$ cat src/rtl/beta_pkg.sv
// Shared width definitions for the beta core.
package beta_pkg;
    parameter int unsigned XLEN = 32;
endpackage

$ cat src/rtl/beta_wb_arbiter.sv
// Write-back arbiter: round-robin ALU/LSU onto one register-file write port,
// plus a pending-write scoreboard consulted by issue.
module beta_wb_arbiter
    import beta_pkg::*;
#(
    parameter int unsigned PRIO_INIT = 0
) (
    input  logic            clk_i,
    input  logic            rst_i,
    input  logic            alu_valid_i,
    output logic            alu_ready_o,
    input  logic [4:0]      alu_rd_addr_i,
    input  logic [XLEN-1:0] alu_wdata_i,
    input  logic            lsu_valid_i,
    output logic            lsu_ready_o,
    input  logic [4:0]      lsu_rd_addr_i,
    input  logic [XLEN-1:0] lsu_wdata_i,
    input  logic            rsv_en_i,
    input  logic [4:0]      rsv_addr_i,
    input  logic [4:0]      rs1_addr_i,
    input  logic [4:0]      rs2_addr_i,
    output logic            rs1_busy_o,
    output logic            rs2_busy_o,
    output logic            rf_wr_en_o,
    output logic [4:0]      rf_rd_addr_o,
    output logic [XLEN-1:0] rf_rd_wdata_o
);

    // prio_q: 0 = ALU holds priority, 1 = LSU holds priority
    logic            prio_q, prio_d;
    logic [31:0]     pend_q, pend_d;
    logic            wen_q, wen_d;
    logic [4:0]      addr_q, addr_d;
    logic [XLEN-1:0] data_q, data_d;
    logic            alu_gnt, lsu_gnt;

    always_comb begin
        alu_gnt = !rst_i && alu_valid_i && (!lsu_valid_i || !prio_q);
        lsu_gnt = !rst_i && lsu_valid_i && (!alu_valid_i || prio_q);
    end

    always_comb begin
        prio_d = prio_q;
        wen_d  = 1'b0;
        addr_d = addr_q;
        data_d = data_q;
        if (alu_gnt) begin
            prio_d = 1'b1;
            addr_d = alu_rd_addr_i;
            data_d = alu_wdata_i;
            wen_d  = |alu_rd_addr_i;
        end else if (lsu_gnt) begin
            prio_d = 1'b0;
            addr_d = lsu_rd_addr_i;
            data_d = lsu_wdata_i;
            wen_d  = |lsu_rd_addr_i;
        end
    end

    // Clear first so a same-cycle reservation of the same register wins.
    always_comb begin
        pend_d = pend_q;
        if (wen_q) begin
            pend_d[addr_q] = 1'b0;
        end
        if (rsv_en_i) begin
            pend_d[rsv_addr_i] = 1'b1;
        end
        pend_d[0] = 1'b0;
    end

    always_ff @(posedge clk_i) begin
        if (rst_i) begin
            prio_q <= (PRIO_INIT != 0);
            pend_q <= '0;
            wen_q  <= 1'b0;
            addr_q <= '0;
            data_q <= '0;
        end else begin
            prio_q <= prio_d;
            pend_q <= pend_d;
            wen_q  <= wen_d;
            addr_q <= addr_d;
            data_q <= data_d;
        end
    end

    always_comb begin
        alu_ready_o   = alu_gnt;
        lsu_ready_o   = lsu_gnt;
        rs1_busy_o    = pend_q[rs1_addr_i];
        rs2_busy_o    = pend_q[rs2_addr_i];
        rf_wr_en_o    = wen_q;
        rf_rd_addr_o  = addr_q;
        rf_rd_wdata_o = data_q;
    end

endmodule

$ cat config.mk
export PLATFORM = sky130hd
export DESIGN_NAME = beta_wb_arbiter
export DESIGN_NICKNAME = d
export VERILOG_FILES = /design/src/rtl/beta_pkg.sv /design/src/rtl/beta_wb_arbiter.sv
export SDC_FILE = /design/constraint.sdc
export NUM_CORES = 1
export LEC_CHECK = 0
export BUFFER_PORTS_ARGS = -buffer_cell sky130_fd_sc_hd__buf_2
export CORE_MARGIN = 5
export CORE_UTILIZATION = 40
export CTS_CLUSTER_DIAMETER = 200
export DETAILED_ROUTE_END_ITERATION = 10
export HOLD_SLACK_MARGIN = 0.02
export MAX_ROUTING_LAYER = met4
export PLACE_DENSITY = 0.76
export SYNTH_ARGS = -nofsm -noshare
export SYNTH_HDL_FRONTEND = slang
export SYNTH_SLANG_ARGS = --single-unit
$ cat constraint.sdc
create_clock -name clk_i -period 2.1 [get_ports clk_i]
set_input_delay 0.21 -clock clk_i [delete_from_list [all_inputs] [get_ports clk_i]]
set_output_delay 0.21 -clock clk_i [all_outputs]
set_load 0.1 [all_outputs]
==> flow_metrics.tcl <==
set metrics [dict create \
    outcome "finished clean" \
    crit_type "reg2out" \
    arrival_ns 1.78 \
    drtIter0Drc 221 \
    yosys_warnings 0 \
    yosys_register_bits 70 \
    final_area_sq_mm 0.00457 \
    start_kind "flip-flop" \
    htree_levels 3 \
    synth_top_cell_by_area "dfxtp_1" \
    viasPerCell 5.56 \
    first_pass_iters 7 \
    vdd_drop_max_uv 723 \
    postCtsSetupBuffers 0 \
    grt_antenna_before_repair 0 \
    cpPeakStageDelay_ns 0.44 \
    yosysUniqueCellTypes 39 \
    setup_viol 0 \
    num-nets-final 658 \
    final.period_utilization 0.947 \
    cp_max_fo 3 \
    wl_microns 11000 \
    final_layout_size_suffix_gt1_frac 0.318 \
    ys_seq_area_frac 0.390 \
    coreArea_sq_mm 0.00872 \
    yosys.area.top_type_share 0.390 \
    ios 136 \
    dpl_cell_area_sq_mm 0.00432 \
    top_usage_layer "met2" \
    drv_cap 0 \
    post-route-min-period_ns 1.99 \
    antennaDiodeCount 0 \
    max_freq_ghz 0.503 \
    portBuffers 135 \
    wire_per_inst_microns 16.2 \
    grt_setup_unrepaired "no" \
    switching_power_mw 1.30 \
    dpl.hpwl_microns 8400 \
    postSynthCellCount 444 \
    clkPwrFrac 0.356 \
    p_comb_frac 0.259 \
    path_cells "mux4_2 > nand2b_1 > o211ai_1 > nand4_1 > buf_2" \
    crit_slowest_cell "mux4_2" \
    root_buffer "clkbuf_8" \
    synthesis.nets 538 \
    fp.dieW_microns 105 \
    yosys_most_used_dff "dfxtp_1" \
    grt_pass1_vias 3672 \
    avgSynthCellArea_sq_um 8.09 \
    worstPathRequired_ns 1.89 \
    clkTransAtPathRegs_ns 0.07 \
    cts.sinks 70 \
    start_util 0.412 \
    die-area_sq_mm 0.0110 \
    synth_area_leaders "dfxtp_1 (39%), nand2_1 (11%), a311oi_1 (5.6%)" \
    nFillCells 830 \
    numCtsBuffers 9 \
    mostFrequentLayoutCell "buf_2" \
    grt_pass1_wl_microns 17800 \
    cts_tree "yes" \
    area_growth_pct 27.3 \
    die_y_microns 105 \
    route.vias.total 3763 \
    rows 34 \
    setup_ws_ns 0.111 \
    drcViolationCount 0 \
    total_power_mw 3.75 \
    hold_viol_final 0 \
    slew_headroom 0.583 \
    met3_usage 0.0456 \
    finClkSkew_ns 0.00960 \
    grt_use_total 0.201 \
    p_int_mw 2.45 \
    sequentialPowerShare 0.385 \
    ant_nets 0 \
    ctsHoldBuffers 0 \
    cts.path.max_buffers 2 \
    min_path_type "in2reg" \
    p_sw_frac 0.346 \
    place_ws_ns 0.278 \
    synthArstFlopShare 0 \
    use_met1 0.256 \
    grt-ovfl-total 0 \
    powerDensity_mw_per_mm2 820 \
    synth_edf_count 0 \
    post_cts_resize_count 0 \
    grt_max_degree 67 \
    synth_area_sq_mm 0.00359 \
    grt_util_met2 0.321 \
    place.gp.congestion 0.879 \
    worstSkewPairLatency_ns 0.34 \
    final_cell_mix "buf_2 (134), nand2_1 (104), dfxtp_1 (70), nor2_1 (46), a21oi_1 (37)" \
    slew_violations 0 \
    tightest_slew_ns 0.623 \
    p_leak_nw 1.95 \
    setup.worst_path.end_class "output port" \
]
-- flip-flops by register name, summed over array words and instances (netlist names) --
signal,count
prio_q,1
rf_rd_addr_o,5
rf_wr_en_o,1
rf_rd_wdata_o,32
pend_q,31
-- synthesized netlist by cell type, types with 5 or more instances --
| cell | number |
|---|---|
| nand2_1 | 104 |
| dfxtp_1 | 70 |
| nor2_1 | 47 |
| a21oi_1 | 37 |
| o21ai_0 | 33 |
| a311oi_1 | 23 |
| mux2i_1 | 18 |
| clkbuf_1 | 16 |
| a311oi_2 | 10 |
| buf_2 | 10 |
| nand3_1 | 10 |
| mux4_2 | 6 |
| nand3b_1 | 5 |
| nor2b_1 | 5 |
-- power by group through the flow --
stage | Clock (mW) | Combinational (mW) | Sequential [mW]
floorplan | 0 | 0.348 | 1.87
global route | 1.41 | 1.03 | 1.45
finish | 1.33 | 0.970 | 1.44
global placement | 0 | 0.960 | 1.47
detailed placement | 0 | 0.968 | 1.47
CTS | 1.35 | 0.971 | 1.44
-- area by class of cell --
| type | count | area [sq um] | share of cell area |
|---|---|---|---|
| clock buffer | 11 | 141 | 0.0309 |
| inverter | 3 | 11.3 | 0.00246 |
| sequential | 70 | 1400 | 0.307 |
| timing repair buffer | 142 | 743 | 0.163 |
| clock inverter | 5 | 106 | 0.0233 |
| tap | 108 | 135 | 0.0296 |
| multi-input combinational | 338 | 2030 | 0.445 |
-- per-layer routing --
metal | wire length (microns) | part of all wire
met2 | 5190 | 0.47
met4 | 113 | 0.010
met5 | 0 | 0
met3 | 1070 | 0.097
met1 | 4610 | 0.42
-- worst paths after layout --
path	start	end	slack [ns]	depth (start not counted)
setup reg to reg	prio_q$_SDFFE_PP0P_	rf_rd_wdata_o[6]$_SDFFE_PP0P_	0.51	6
hold / removal	alu_valid_i	prio_q$_SDFFE_PP0P_	0.12	2
setup / recovery	pend_q[6]$_SDFF_PP0_	rs1_busy_o	0.11	5
hold reg to reg	rf_rd_wdata_o[23]$_SDFFE_PP0P_	rf_rd_wdata_o[23]$_SDFFE_PP0P_	0.50	2
-- worst max-delay path, delay by kind of cell, from the launching register on --
family	cells	cell delay [ns]
DFF	1	0.33
and+or+nand+nor	2	0.26
muxes	1	0.44
AOI/OAI and AO/OA	1	0.10
buffers and inverters	1	0.31
-- cell families after synthesis --
kind of cell,after synthesis,share of synthesized area
mux,24,0.0878
buf+inv,36,0.0498
compound gates,119,0.233
simple gates,195,0.240
flops,70,0.390
-- stage by stage --
| step | hold WS [ns] | std cells | util | setup TNS, ns |
|---|---|---|---|---|
| global placement | 0.454 | 661 | 0.496 | 0 |
| detailed placement | 0.457 | 661 | 0.496 | 0 |
| CTS | 0.0968 | 677 | 0.524 | 0 |
| global route | 0.117 | 677 | 0.524 | 0 |
| floorplan | 0.320 | 444 | - | -0.0942 |
| finish | 0.115 | 677 | 0.524 | 0 |
No activity file was read; power rests on OpenSTA's default activity.
